File: src/rtl/fetch_seq_ctrl.sv
// Fetch/hazard sequencer: drives PC and IF/ID enables, bubble injection, multi-word
// immediate fetch and prioritised edge-triggered interrupt entry with a PC push sequence.
module fetch_seq_ctrl #(
  parameter int          N_IRQ       = 4,
  parameter int          IMM_WORDS   = 1,
  parameter int          PUSH_CYCLES = 1,
  parameter logic [3:0]  IMM_OPCODE  = 4'd12,
  localparam int         VW          = (N_IRQ > 1) ? $clog2(N_IRQ) : 1
) (
  input  logic             clk,
  input  logic             rst,
  input  logic             stall_i,
  input  logic [N_IRQ-1:0] irq,
  input  logic [3:0]       opcode,
  input  logic             rti_retire,
  output logic             PC_Write_En,
  output logic             IF_ID_Write_En,
  output logic             Inject_Bubble,
  output logic             Inject_Int,
  output logic [VW-1:0]    int_vec,
  output logic             int_push,
  output logic [1:0]       int_push_idx,
  output logic             in_service,
  output logic [N_IRQ-1:0] irq_pending
);

  typedef enum logic [1:0] {
    S_RESET     = 2'd0,
    S_FETCH     = 2'd1,
    S_FETCH_IMM = 2'd2,
    S_INT_ENTRY = 2'd3
  } state_t;

  localparam logic [2:0] IMM_LAST  = 3'(IMM_WORDS - 1);
  localparam logic [2:0] PUSH_LAST = 3'(PUSH_CYCLES - 1);

  state_t             state_q, state_d;
  logic [2:0]         cnt_q, cnt_d;
  logic [N_IRQ-1:0]   pend_q, irq_d_q, rise, ack_mask;
  logic               insvc_q, bub_q, accept;
  logic [VW-1:0]      vec_q, take_idx;

  assign rise = irq & ~irq_d_q;

  // Lowest-index pending request has priority.
  always_comb begin
    take_idx = '0;
    for (int i = N_IRQ - 1; i >= 0; i--) begin
      if (pend_q[i]) take_idx = VW'(i);
    end
  end

  always_comb begin
    state_d        = state_q;
    cnt_d          = cnt_q;
    PC_Write_En    = 1'b0;
    IF_ID_Write_En = 1'b0;
    Inject_Bubble  = 1'b1;
    accept         = 1'b0;
    case (state_q)
      S_RESET: begin
        PC_Write_En    = 1'b1;
        IF_ID_Write_En = 1'b1;
        state_d        = S_FETCH;
      end
      S_FETCH: begin
        PC_Write_En    = 1'b1;
        IF_ID_Write_En = 1'b1;
        Inject_Bubble  = 1'b0;
        if (stall_i) begin
          PC_Write_En    = 1'b0;
          IF_ID_Write_En = 1'b0;
        end else if ((|pend_q) && !insvc_q) begin
          accept        = 1'b1;
          Inject_Bubble = 1'b1;
          cnt_d         = '0;
          state_d       = S_INT_ENTRY;
        end else if (opcode == IMM_OPCODE) begin
          IF_ID_Write_En = 1'b0;
          Inject_Bubble  = 1'b1;
          cnt_d          = IMM_LAST;
          state_d        = S_FETCH_IMM;
        end
      end
      S_FETCH_IMM: begin
        if (stall_i) begin
          Inject_Bubble = bub_q;
        end else if (cnt_q == 3'd0) begin
          PC_Write_En    = 1'b1;
          IF_ID_Write_En = 1'b1;
          Inject_Bubble  = 1'b0;
          state_d        = S_FETCH;
        end else begin
          PC_Write_En = 1'b1;
          cnt_d       = cnt_q - 3'd1;
        end
      end
      S_INT_ENTRY: begin
        if (!stall_i) begin
          if (cnt_q == PUSH_LAST) state_d = S_FETCH;
          else                    cnt_d   = cnt_q + 3'd1;
        end
      end
      default: begin
        PC_Write_En    = 1'b1;
        IF_ID_Write_En = 1'b1;
        Inject_Bubble  = 1'b0;
        state_d        = S_FETCH;
      end
    endcase
    // Reset is asynchronous, so the enables must drop in the same cycle it rises.
    if (rst) begin
      PC_Write_En    = 1'b0;
      IF_ID_Write_En = 1'b0;
      Inject_Bubble  = 1'b1;
      accept         = 1'b0;
    end
  end

  always_comb begin
    ack_mask = '0;
    if (accept) ack_mask[take_idx] = 1'b1;
  end

  always_ff @(posedge clk or posedge rst) begin
    if (rst) begin
      state_q <= S_RESET;
      cnt_q   <= '0;
      pend_q  <= '0;
      irq_d_q <= '0;
      insvc_q <= 1'b0;
      vec_q   <= '0;
      bub_q   <= 1'b1;
    end else begin
      state_q <= state_d;
      cnt_q   <= cnt_d;
      irq_d_q <= irq;
      pend_q  <= (pend_q & ~ack_mask) | rise;
      bub_q   <= Inject_Bubble;
      if (accept) begin
        vec_q   <= take_idx;
        insvc_q <= 1'b1;
      end else if (rti_retire) begin
        insvc_q <= 1'b0;
      end
    end
  end

  assign Inject_Int   = accept;
  assign int_vec      = accept ? take_idx : vec_q;
  assign int_push     = (state_q == S_INT_ENTRY);
  assign int_push_idx = int_push ? cnt_q[1:0] : 2'd0;
  assign in_service   = insvc_q;
  assign irq_pending  = pend_q;

endmodule

File: config.mk
export PLATFORM = sky130hd
export DESIGN_NAME = fetch_seq_ctrl
export DESIGN_NICKNAME = d
export VERILOG_FILES = /design/src/rtl/fetch_seq_ctrl.sv
export SDC_FILE = /design/constraint.sdc
export NUM_CORES = 1
export LEC_CHECK = 0
export BUFFER_PORTS_ARGS = -buffer_cell sky130_fd_sc_hd__buf_2
export CAP_MARGIN = 40
export CORE_MARGIN = 2
export CORE_UTILIZATION = 45
export CTS_BUF_LIST = sky130_fd_sc_hd__clkbuf_8
export DETAILED_ROUTE_END_ITERATION = 6
export GPL_TIMING_DRIVEN = 1
export PLACE_DENSITY = 0.82
export SYNTH_ARGS = -nofsm -noshare
export SYNTH_HDL_FRONTEND = slang
export SYNTH_SLANG_ARGS = --single-unit
File: constraint.sdc
create_clock -name clk -period 3.69 [get_ports clk]
set_input_delay 0.369 -clock clk [delete_from_list [all_inputs] [get_ports clk]]
set_output_delay 0.369 -clock clk [all_outputs]
set_load 0.005 [all_outputs]
==> metrics.log, run 1 <==
[metrics] run status: completed
[metrics] remaining number of nets flagged by the antenna check after routing: 0
[metrics] clock slew at the register clock pins of the worst setup and hold paths: 60 ps
[metrics] worst vdd ir: 0.000286 V
[metrics] row cnt: 16
[metrics] clock tree from TritonCTS: built
[metrics] wire length of the first global-routing pass: 2880 um
[metrics] instance count after placement with tap cells included: 138
[metrics] Inserted Clock Buffers: 3
[metrics] Rel. slew slack: 0.562
[metrics] library cells used by synthesis: 35
[metrics] Final Max Slew Viols: 0
[metrics] total of flip-flops plus latches after synthesis: 17
[metrics] drt total wl: 1780 um
[metrics] final total negative setup slack: 0 ps
[metrics] count of hold-fix buffers inserted at cts: 0
[metrics] die height: 48.5 um
[metrics] power density over the cells: 619 mW/mm^2
[metrics] Iter 0 DRT Violations: 5
[metrics] Filler Cells Inserted: 177
[metrics] biggest area consumer among synthesized cells: dfrtp_1
[metrics] critical path cell sequence: or4_1 > nand2_1 > or3_1 > nor3_1 > a21o_1 > buf_2
[metrics] root buffer selected by CTS: clkbuf_8
[metrics] largest fanout on the critical path: 9
[metrics] DRC viols: 0
[metrics] Initial Util: 0.463
[metrics] area share of the largest cell type after synthesis: 0.450
[metrics] sort of element at the end of the critical path: primary output
[metrics] width of the die: 48.5 um
[metrics] number of detailed-routing iterations run before antenna repair: 3
[metrics] Reg-to-Reg End: cnt_q[2]
[metrics] class of the most critical setup path: flip-flop to primary output
[metrics] GR Util All Layers: 0.162
[metrics] Worst-Margin Slew: 652 ps
[metrics] count of mapped cells out of synthesis: 88
[metrics] Inserted Diodes: 0
[metrics] WL per Instance: 12.5 um
[metrics] crit share post-route: 0.673
[metrics] Worst path max stage delay: 560 ps
[metrics] vias per std cell: 5.09
[metrics] skew final: 2.80 ps
[metrics] sequential area share after synthesis: 0.480
[metrics] average footprint of a synthesized cell: 10.1 um^2
[metrics] final net count: 134
[metrics] GP Congestion: 0.870
[metrics] via count of the first global-routing pass: 682
[metrics] post-cts repair resize count: 0
[metrics] Tightest Hold Check Type: input port to asynchronous set/reset pin
[metrics] final global-route overflow total: 0
[metrics] Final setup violation count: 0
[metrics] gate family responsible for the most delay along the worst path: simple AND/OR/NAND/NOR gates
[metrics] number of failing hold endpoints at the final stage: 0
[metrics] buffers inserted by post-CTS timing repair: 0
[metrics] ratio of cells with drive above 1 in the final layout: 0.287
[metrics] clock insertion delay at the later pin of the skew report: 250 ps
[metrics] Clock Tree Buf Depth: 2
[metrics] Async S/R FF share, synth: 1.00
[metrics] logic depth of the worst register-to-register path: 6
[metrics] count of placed standard cells in the final layout, fillers left out: 142
[metrics] maximum number of pins on one net before global-route repair: 18
[metrics] unrepaired setup endpoints after global routing: false
[metrics] number of H-tree branching levels: 1
[metrics] slowest cell on the critical path: or4_1
[metrics] maximum frequency from static timing analysis: 403 MHz
[metrics] Core Footprint: 0.00192 mm^2
[metrics] Buf/Inv on CP: 1
[metrics] most area-consuming cells after synthesis: dfrtp_1, ha_1, inv_1
[metrics] slack of the worst reg-to-reg path: 1450 ps
[metrics] number of synthesized flops with an enable pin: 0
[metrics] leakage power: 0.567 nW
[metrics] vias after detailed routing: 723
[metrics] TritonCTS Sinks: 17
[metrics] HPWL after detailed placement: 1380 um
[metrics] Post-Syn Nets: 106
[metrics] maxcap violations: 0
[metrics] commonest register cell after synthesis: dfrtp_1
[metrics] critical register-to-register path startpoint: state_q[0]
[metrics] antenna violations before repair: 0
[metrics] Data required, critical path: 3320 ps
[metrics] crit start category: flip-flop
[metrics] growth of design area from synthesis to finish: 21.9%
[metrics] count of boundary I/O pins: 26
[metrics] shortest period the worst path allows: 2480 ps
[metrics] area of the die: 0.00235 mm^2
[metrics] Port-buffer cells: 25
[metrics] Post-Synthesis Cell Area: 890 um^2
[metrics] yosys warns: 0
[metrics] data arrival time of the worst path: 2110 ps
==> cells in the mapped netlist (2+ instances only) <==
library cell and n:
dfrtp_1 16, inv_1 12, nand2_1 6, nor3_1 6, ha_1 5, o21ai_0 5
a21o_1 3, a21oi_1 2, a31oi_1 2, buf_2 2, nor2_1 2, nor4_1 2
nor4bb_1 2, o31ai_1 2
==> how the worst max path moves through the flow <==
stage                        start    endpoint  slack, ps  cells past startpoint
floorplan               state_q[0]    cnt_q[2]       1580                      7
CTS                 irq_pending[0]  int_vec[1]       1180                      6
detailed placement      state_q[0]    cnt_q[2]       1470                      6
global route            state_q[1]  int_vec[1]       1080                      7
global placement    irq_pending[0]  int_vec[1]       1510                      6
finish              irq_pending[0]  int_vec[1]       1210                      6
==> stage by stage <==
step                      cell area [um^2]  setup WS, ps  hold WS, ps  total power (W)  utilization
after floorplan                        890          1580          294         0.000450            -
after global placement                1040          1510          401         0.000524        0.540
after detailed placement              1040          1470          417         0.000535        0.540
after CTS                             1080          1180          223         0.000677        0.564
after global routing                  1080          1080          217         0.000720        0.564
final                                 1080          1210          229         0.000672        0.564
==> routing by layer <==
layer  vias up  wire length, um  track usage
li1        366                -            -
met1       336              836        0.195
met2        19              854        0.275
met3         2               67       0.0309
met4         0               21       0.0857
met5         -                0            0
==> flip-flops by register name, indices dropped and copies added (netlist names) <==
signal,cells
bub_q,1
cnt_q,3
in_service,1
irq_d_q,4
irq_pending,4
state_q,2
vec_q,2
==> kinds of logic after synthesis <==
| family | Yosys count | share of synthesized area |
|---|---|---|
| muxes | 1 | 0.0113 |
| AOI/OAI and AO/OA | 23 | 0.179 |
| adders and majority gates | 6 | 0.0928 |
| buffers and inverters | 15 | 0.0661 |
| and+or+nand+nor | 26 | 0.172 |
| DFF | 17 | 0.480 |
==> placed cells by master (no fill, tap or decap), types with 3 or more instances in the layout <==
cell type	count
a21o_1	3
buf_2	25
clkbuf_8	3
dfrtp_1	16
ha_1	5
inv_1	12
nand2_1	6
nor3_1	6
o21ai_0	5
==> where the power goes <==
part	internal (W)	switching, W	leakage, nW
registers	0.000230	0.0000403	0.194
clock network	0.0000750	0.0000628	0.0255
logic	0.000115	0.000149	0.347
==> cell type report <==
cell class / count / area (um^2) / area share
multi-input cells: 56 / 404 / 0.373
clock inverters: 1 / 5.00 / 0.00461
clock buffers: 3 / 41.3 / 0.0381
inverters: 13 / 48.8 / 0.0450
well taps: 27 / 33.8 / 0.0311
repair buffers: 25 / 125 / 0.115
flip-flops and latches: 17 / 427 / 0.393
No activity file was read; power rests on OpenSTA's default activity.
==> run 2: changes to the inputs <==
PLACE_DENSITY = 0.85   (was 0.82)
clock period = 2.2 ns   (was 3.69 ns; I/O delays follow)
==> run 2 against run 1 <==
Compared with the run above:
- cell count up 2.8%
- non-clock buffer count grew 4
- clock power up 61%
- combinational power is 87% higher
- via count up 6.1%
- register-to-register slack got worse by 1300 ps
==> metrics.log, run 2 (synthesis results as in run 1) <==
[metrics] Inserted Diodes: 0 (unchanged)
[metrics] maxcap violations: 0 (unchanged)
[metrics] Clock Tree Buf Depth: 2 (unchanged)
[metrics] area of the die: 0.00235 mm^2 (unchanged)
[metrics] Tightest Hold Check Type: input port to asynchronous set/reset pin
[metrics] ratio of cells with drive above 1 in the final layout: 0.336 (+0.0492)
[metrics] data arrival time of the worst path: 1920 ps (-190 ps)
[metrics] final standard cell utilization of the core: 0.586 (+0.0215)
[metrics] count of placed standard cells in the final layout, fillers left out: 146 (+2.8%)
[metrics] Inserted Clock Buffers: 3 (unchanged)
[metrics] Data required, critical path: 1980 ps (-1340 ps)
[metrics] buffers inserted by post-CTS timing repair: 0 (unchanged)
[metrics] Worst-Margin Slew: 624 ps (-27.9 ps)
[metrics] largest fanout on the critical path: 9 (unchanged)
[metrics] run status: completed
[metrics] count of boundary I/O pins: 26 (unchanged)
[metrics] number of failing hold endpoints at the final stage: 0 (unchanged)
[metrics] crit start category: flip-flop
[metrics] sort of element at the end of the critical path: primary output
[metrics] TritonCTS Sinks: 17 (unchanged)
[metrics] GR Util All Layers: 0.175 (+0.0131)
[metrics] instance count after placement with tap cells included: 142 (+2.9%)
[metrics] Worst path max stage delay: 430 ps (-130 ps)
[metrics] vias after detailed routing: 767 (+6.1%)
[metrics] Iter 0 DRT Violations: 7 (+2)
[metrics] power density over the cells: 1050 mW/mm^2 (+69%)
[metrics] clock insertion delay at the later pin of the skew report: 240 ps (about the same)
[metrics] via count of the first global-routing pass: 766 (+12%)
[metrics] power dissipated by switching net loads: 0.000434 W (+72%)
[metrics] number of detailed-routing iterations run before antenna repair: 4 (+1)
[metrics] die height: 48.5 um (unchanged)
[metrics] leakage power: 0.589 nW (+4.0%)
[metrics] final global-route overflow total: 0 (unchanged)
[metrics] WL per Instance: 12.7 um (+1.5%)
[metrics] Buf/Inv on CP: 2 (+1)
[metrics] remaining number of nets flagged by the antenna check after routing: 0 (unchanged)
[metrics] most frequent standard cell in the layout excluding fill and tap cells: buf_2
[metrics] slowest cell on the critical path: dfrtp_1
[metrics] Final Max Slew Viols: 0 (unchanged)
[metrics] Port-buffer cells: 25 (unchanged)
[metrics] worst-case hold slack: 81.8 ps (-147 ps)
[metrics] Reg power frac: 0.392 (-0.010)
[metrics] skew final: 1.70 ps (-1.10 ps)
[metrics] row cnt: 16 (unchanged)
[metrics] HPWL after detailed placement: 1520 um (+9.8%)
[metrics] growth of design area from synthesis to finish: 26.6%
[metrics] clock group share of total power: 0.189 (-0.016)
[metrics] wire length of the first global-routing pass: 3180 um (+11%)
[metrics] vias per std cell: 5.25 (+3.2%)
[metrics] Filler Cells Inserted: 184 (+4.0%)
[metrics] number of H-tree branching levels: 1 (unchanged)
[metrics] internal power: 0.000744 W (+77%)
[metrics] DRC viols: 0 (unchanged)
[metrics] drt total wl: 1860 um (+4.3%)
[metrics] clock tree from TritonCTS: built
[metrics] gate family responsible for the most delay along the worst path: simple AND/OR/NAND/NOR gates
[metrics] unrepaired setup endpoints after global routing: true
[metrics] worst vdd ir: 0.000825 V (+190%)
[metrics] Final setup violation count: 0 (unchanged)
[metrics] Power, Total: 0.00118 W (+75%)
[metrics] shortest period the worst path allows: 2140 ps
[metrics] antenna violations before repair: 0 (unchanged)
[metrics] Core Footprint: 0.00192 mm^2 (unchanged)
[metrics] Rel. slew slack: 0.584 (+0.0221)
[metrics] GP Congestion: 0.805 (-7.5%)
[metrics] maximum frequency from static timing analysis: 468 MHz
[metrics] Initial Util: 0.463 (unchanged)
[metrics] clock slew at the register clock pins of the worst setup and hold paths: 60 ps (about the same)
[metrics] critical path cell sequence: inv_1 > ha_1 > nand2_1 > or3_4 > o31ai_1 > buf_2
[metrics] root buffer selected by CTS: clkbuf_8
[metrics] width of the die: 48.5 um (unchanged)
[metrics] switching share of power: 0.368 (-0.00677)
[metrics] final net count: 138 (+3.0%)
[metrics] crit share post-route: 0.972
[metrics] maximum number of pins on one net before global-route repair: 18 (unchanged)
[metrics] class of the most critical setup path: flip-flop to primary output
[metrics] combinational share of power: 0.419 (+0.027)
[metrics] most used cells in the layout excluding fill and tap cells: buf_2, dfrtp_1, inv_1, nor3_1
[run 2: through the flow]
step / setup TNS, ps / instance area [um^2] / worst slack, ps
3_3_place_gp: 0 / 1070 / 150
2_1_floorplan: 0 / 890 / 85.4
5_1_grt: -73.5 / 1130 / -37.0
3_5_place_dp: 0 / 1070 / 134
4_1_cts: 0 / 1120 / 9.39
6_report: 0 / 1130 / 61.3
[run 2: final timing paths]
path	start	endpoint	slack [ps]	cells after the start
worst max-delay path	state_q[1]	int_vec[0]	60	6
worst min-delay path	rst	state_q[1]	80	2
worst max register to register	state_q[0]	cnt_q[2]	160	7
worst min register to register	irq_d_q[0]	irq_pending[0]	420	1
max in group asynchronous	rst	irq_pending[0]	1680	2
min in group clk	irq[2]	irq_d_q[2]	90	1
[run 2: per-layer routing]
metal  part of all wire  up-vias  GRT usage
met4             0.0092        0     0.0429
li1                   -      380          -
met3              0.055        2     0.0370
met1               0.40      354      0.198
met5                  0        -          0
met2               0.54       31      0.333
[run 2: area by class of cell]
| cell class | instances | area, um^2 | area share |
|---|---|---|---|
| timing repair buffer | 29 | 155 | 0.138 |
| inverter | 13 | 48.8 | 0.0433 |
| clock inverter | 1 | 3.75 | 0.00333 |
| multi-input combinational | 56 | 415 | 0.369 |
| sequential | 17 | 428 | 0.380 |
| clock buffer | 3 | 41.3 | 0.0367 |
| tap | 27 | 33.8 | 0.0300 |
[run 2: timing repair]
action	in CTS	in global routing
endpoints found under the setup margin	2	2
resized for setup	1	3
hold buffers	0	0
[run 2: power groups by stage]
stage	logic (W)	registers, W	clock network [W]
2_1_floorplan	0.000309	0.000445	0
3_3_place_gp	0.000470	0.000458	0
3_5_place_dp	0.000486	0.000464	0
4_1_cts	0.000495	0.000458	0.000226
5_1_grt	0.000554	0.000473	0.000242
6_report	0.000494	0.000462	0.000222
==> run 3: changes to the inputs <==
CORE_MARGIN = unset   (was 2)
==> run 3 against run 2 <==
Compared with the run above:
- worst hold slack improved by 7.9 ps
- cell count decreased by 1.4%
- core utilization grew 4.7 points
- fmax is 0.50% lower
- critical path depth is the same
- wire length decreased by 4.7%
- largest cell class unchanged
- via count increased by 0.26%
- die area is 8.1% lower
- clock-buffer cell count stayed put
- sequential share of layout area fell by 0.20 points
- total power decreased by 1.1%
==> metrics.log, run 3 (synthesis results as in run 1) <==
[metrics] TritonCTS Sinks: 17 (unchanged)
[metrics] count of hold-fix buffers inserted at cts: 0 (unchanged)
[metrics] Worst-Margin Slew: 618 ps (-5.87 ps)
[metrics] Core Footprint: 0.00178 mm^2 (-7.2%)
[metrics] run status: completed
[metrics] row cnt: 15 (-1)
[metrics] final global-route overflow total: 0 (unchanged)
[metrics] critical path cell sequence: inv_1 > ha_2 > nand2_1 > or3_4 > o31ai_2 > buf_2
[metrics] Rel. slew slack: 0.588 (+0.00391)
[metrics] die height: 46.5 um (-4.1%)
[metrics] vias after detailed routing: 769 (+0.26%)
[metrics] worst vdd ir: 0.000667 V (-19%)
[metrics] Final setup violation count: 0 (unchanged)
[metrics] worst-case hold slack: 89.6 ps (+7.88 ps)
[metrics] count of boundary I/O pins: 26 (unchanged)
[metrics] maxcap violations: 0 (unchanged)
[metrics] sort of element at the end of the critical path: primary output
[metrics] most frequent standard cell in the layout excluding fill and tap cells: buf_2
[metrics] slowest cell on the critical path: dfrtp_1
[metrics] wire length of the first global-routing pass: 3000 um (-5.6%)
[metrics] crit start category: flip-flop
[metrics] vias per std cell: 5.34 (+1.7%)
[metrics] largest fanout on the critical path: 9 (unchanged)
[metrics] drt total wl: 1770 um (-4.7%)
[metrics] critical register-to-register path startpoint: state_q[0]
[metrics] area of the die: 0.00216 mm^2 (-8.1%)
[metrics] HPWL after detailed placement: 1390 um (-8.6%)
[metrics] Final Max Slew Viols: 0 (unchanged)
[metrics] ratio of cells with drive above 1 in the final layout: 0.336 (unchanged)
[metrics] class of the most critical setup path: flip-flop to primary output
[metrics] skew final: 2.59 ps (+0.892 ps)
[metrics] maximum number of pins on one net before global-route repair: 18 (unchanged)
[metrics] clock slew at the register clock pins of the worst setup and hold paths: 60 ps (about the same)
[metrics] Data required, critical path: 1980 ps (about the same)
[metrics] number of detailed-routing iterations run before antenna repair: 4 (unchanged)
[metrics] DRC viols: 0 (unchanged)
[metrics] Iter 0 DRT Violations: 11 (+4)
[metrics] antenna violations before repair: 0 (unchanged)
[metrics] data arrival time of the worst path: 1930 ps (about the same)
[metrics] Clock Tree Buf Depth: 2 (unchanged)
[metrics] maximum frequency from static timing analysis: 465 MHz (-0.50%)
[metrics] start point of the critical path: state_q[1]
[metrics] clock insertion delay at the later pin of the skew report: 240 ps (about the same)
[metrics] crit share post-route: 0.977 (+0.00490)
[metrics] Worst path max stage delay: 420 ps (about the same)
[metrics] shortest period the worst path allows: 2150 ps (+10.8 ps)
[metrics] power density over the cells: 1030 mW/mm^2 (-1.4%)
[metrics] Tightest Hold Check Type: input port to asynchronous set/reset pin
[metrics] Inserted Clock Buffers: 3 (unchanged)
[metrics] via count of the first global-routing pass: 752 (-1.8%)
[metrics] Inserted Diodes: 0 (unchanged)
[metrics] WL per Instance: 12.3 um (-3.4%)
[metrics] width of the die: 46.5 um (-4.1%)
[metrics] final total negative setup slack: 0 ps (unchanged)
[metrics] Initial Util: 0.499 (+0.0361)
[metrics] growth of design area from synthesis to finish: 26.9%
[metrics] GR Util All Layers: 0.202 (+0.0273)
[metrics] final design area excluding fillers: 0.00113 mm^2 (+0.22%)
[metrics] final net count: 138 (unchanged)
[metrics] remaining number of nets flagged by the antenna check after routing: 0 (unchanged)
[metrics] number of H-tree branching levels: 1 (unchanged)
[metrics] cell area reported after detailed placement: 0.00107 mm^2 (-0.23%)
[metrics] Port-buffer cells: 25 (unchanged)
[metrics] number of failing hold endpoints at the final stage: 0 (unchanged)
[metrics] unrepaired setup endpoints after global routing: true
[metrics] leakage power: 0.589 nW (-0.12%)
[metrics] most used cells in the layout excluding fill and tap cells: buf_2, dfrtp_1, inv_1, nand2_1
[metrics] clock tree from TritonCTS: built
[metrics] root buffer selected by CTS: clkbuf_8
[metrics] GP Congestion: 0.874 (+8.6%)
[run 3: critical path: cells and delay by family (launching register included)]
family          cells  cell delay (ps)
simple gates        2              490
flops               1              420
compound gates      1              270
buf+inv             2              260
fa+ha+maj           1              250
[run 3: metrics by stage]
step | utilization | power [W] | setup WS, ps | std cells
floorplan | - | 0.000754 | 85.4 | 88
global placement | 0.598 | 0.000912 | 191 | 140
detailed placement | 0.598 | 0.000936 | 164 | 140
CTS | 0.632 | 0.00117 | 12.6 | 144
global route | 0.633 | 0.00125 | -31.2 | 144
finish | 0.633 | 0.00116 | 50.5 | 144
[run 3: path summary, 6_finish.rpt]
| check | end | slack (ps) | cells past startpoint |
|---|---|---|---|
| max | int_vec[0] | 50 | 6 |
| min | irq_d_q[2] | 90 | 2 |
| max reg2reg | cnt_q[2] | 150 | 7 |
| min reg2reg | irq_pending[3] | 410 | 1 |
| max in group asynchronous | irq_pending[1] | 1710 | 2 |
| min in group clk | irq_d_q[0] | 90 | 1 |
[run 3: cell type report]
cell class / count / area, um^2
clock buffer: 3 / 41.3
multi-input combinational: 56 / 422
sequential: 17 / 427
tap: 25 / 31.3
fill: 162 / 654
timing repair buffer: 29 / 155
inverter: 13 / 48.8
clock inverter: 1 / 3.75
[run 3: power breakdown]
group | internal [W] | leakage (nW) | total [W] | switching, W
Sequential | 0.000386 | 0.194 | 0.000445 | 0.0000591
Clock | 0.000123 | 0.0269 | 0.000215 | 0.0000913
Combinational | 0.000231 | 0.368 | 0.000504 | 0.000273
Total | 0.000741 | 0.589 | 0.00116 | 0.000423
[run 3: metal layers]
layer / track usage / up-vias / wire length (um) / part of all wire
li1: - / 377 / - / -
met1: 0.242 / 364 / 741 / 0.42
met2: 0.328 / 24 / 895 / 0.51
met3: 0.0471 / 4 / 97 / 0.055
met4: 0.118 / 0 / 36 / 0.020
met5: 0 / - / 0 / 0
[run 3: what timing repair did]
item | in CTS | in global routing
endpoints found under the setup margin | 2 | 2
setup buffers | 0 | 0
gates resized for setup | 3 | 1
pin swaps | 0 | 0
gates cloned | 0 | 0
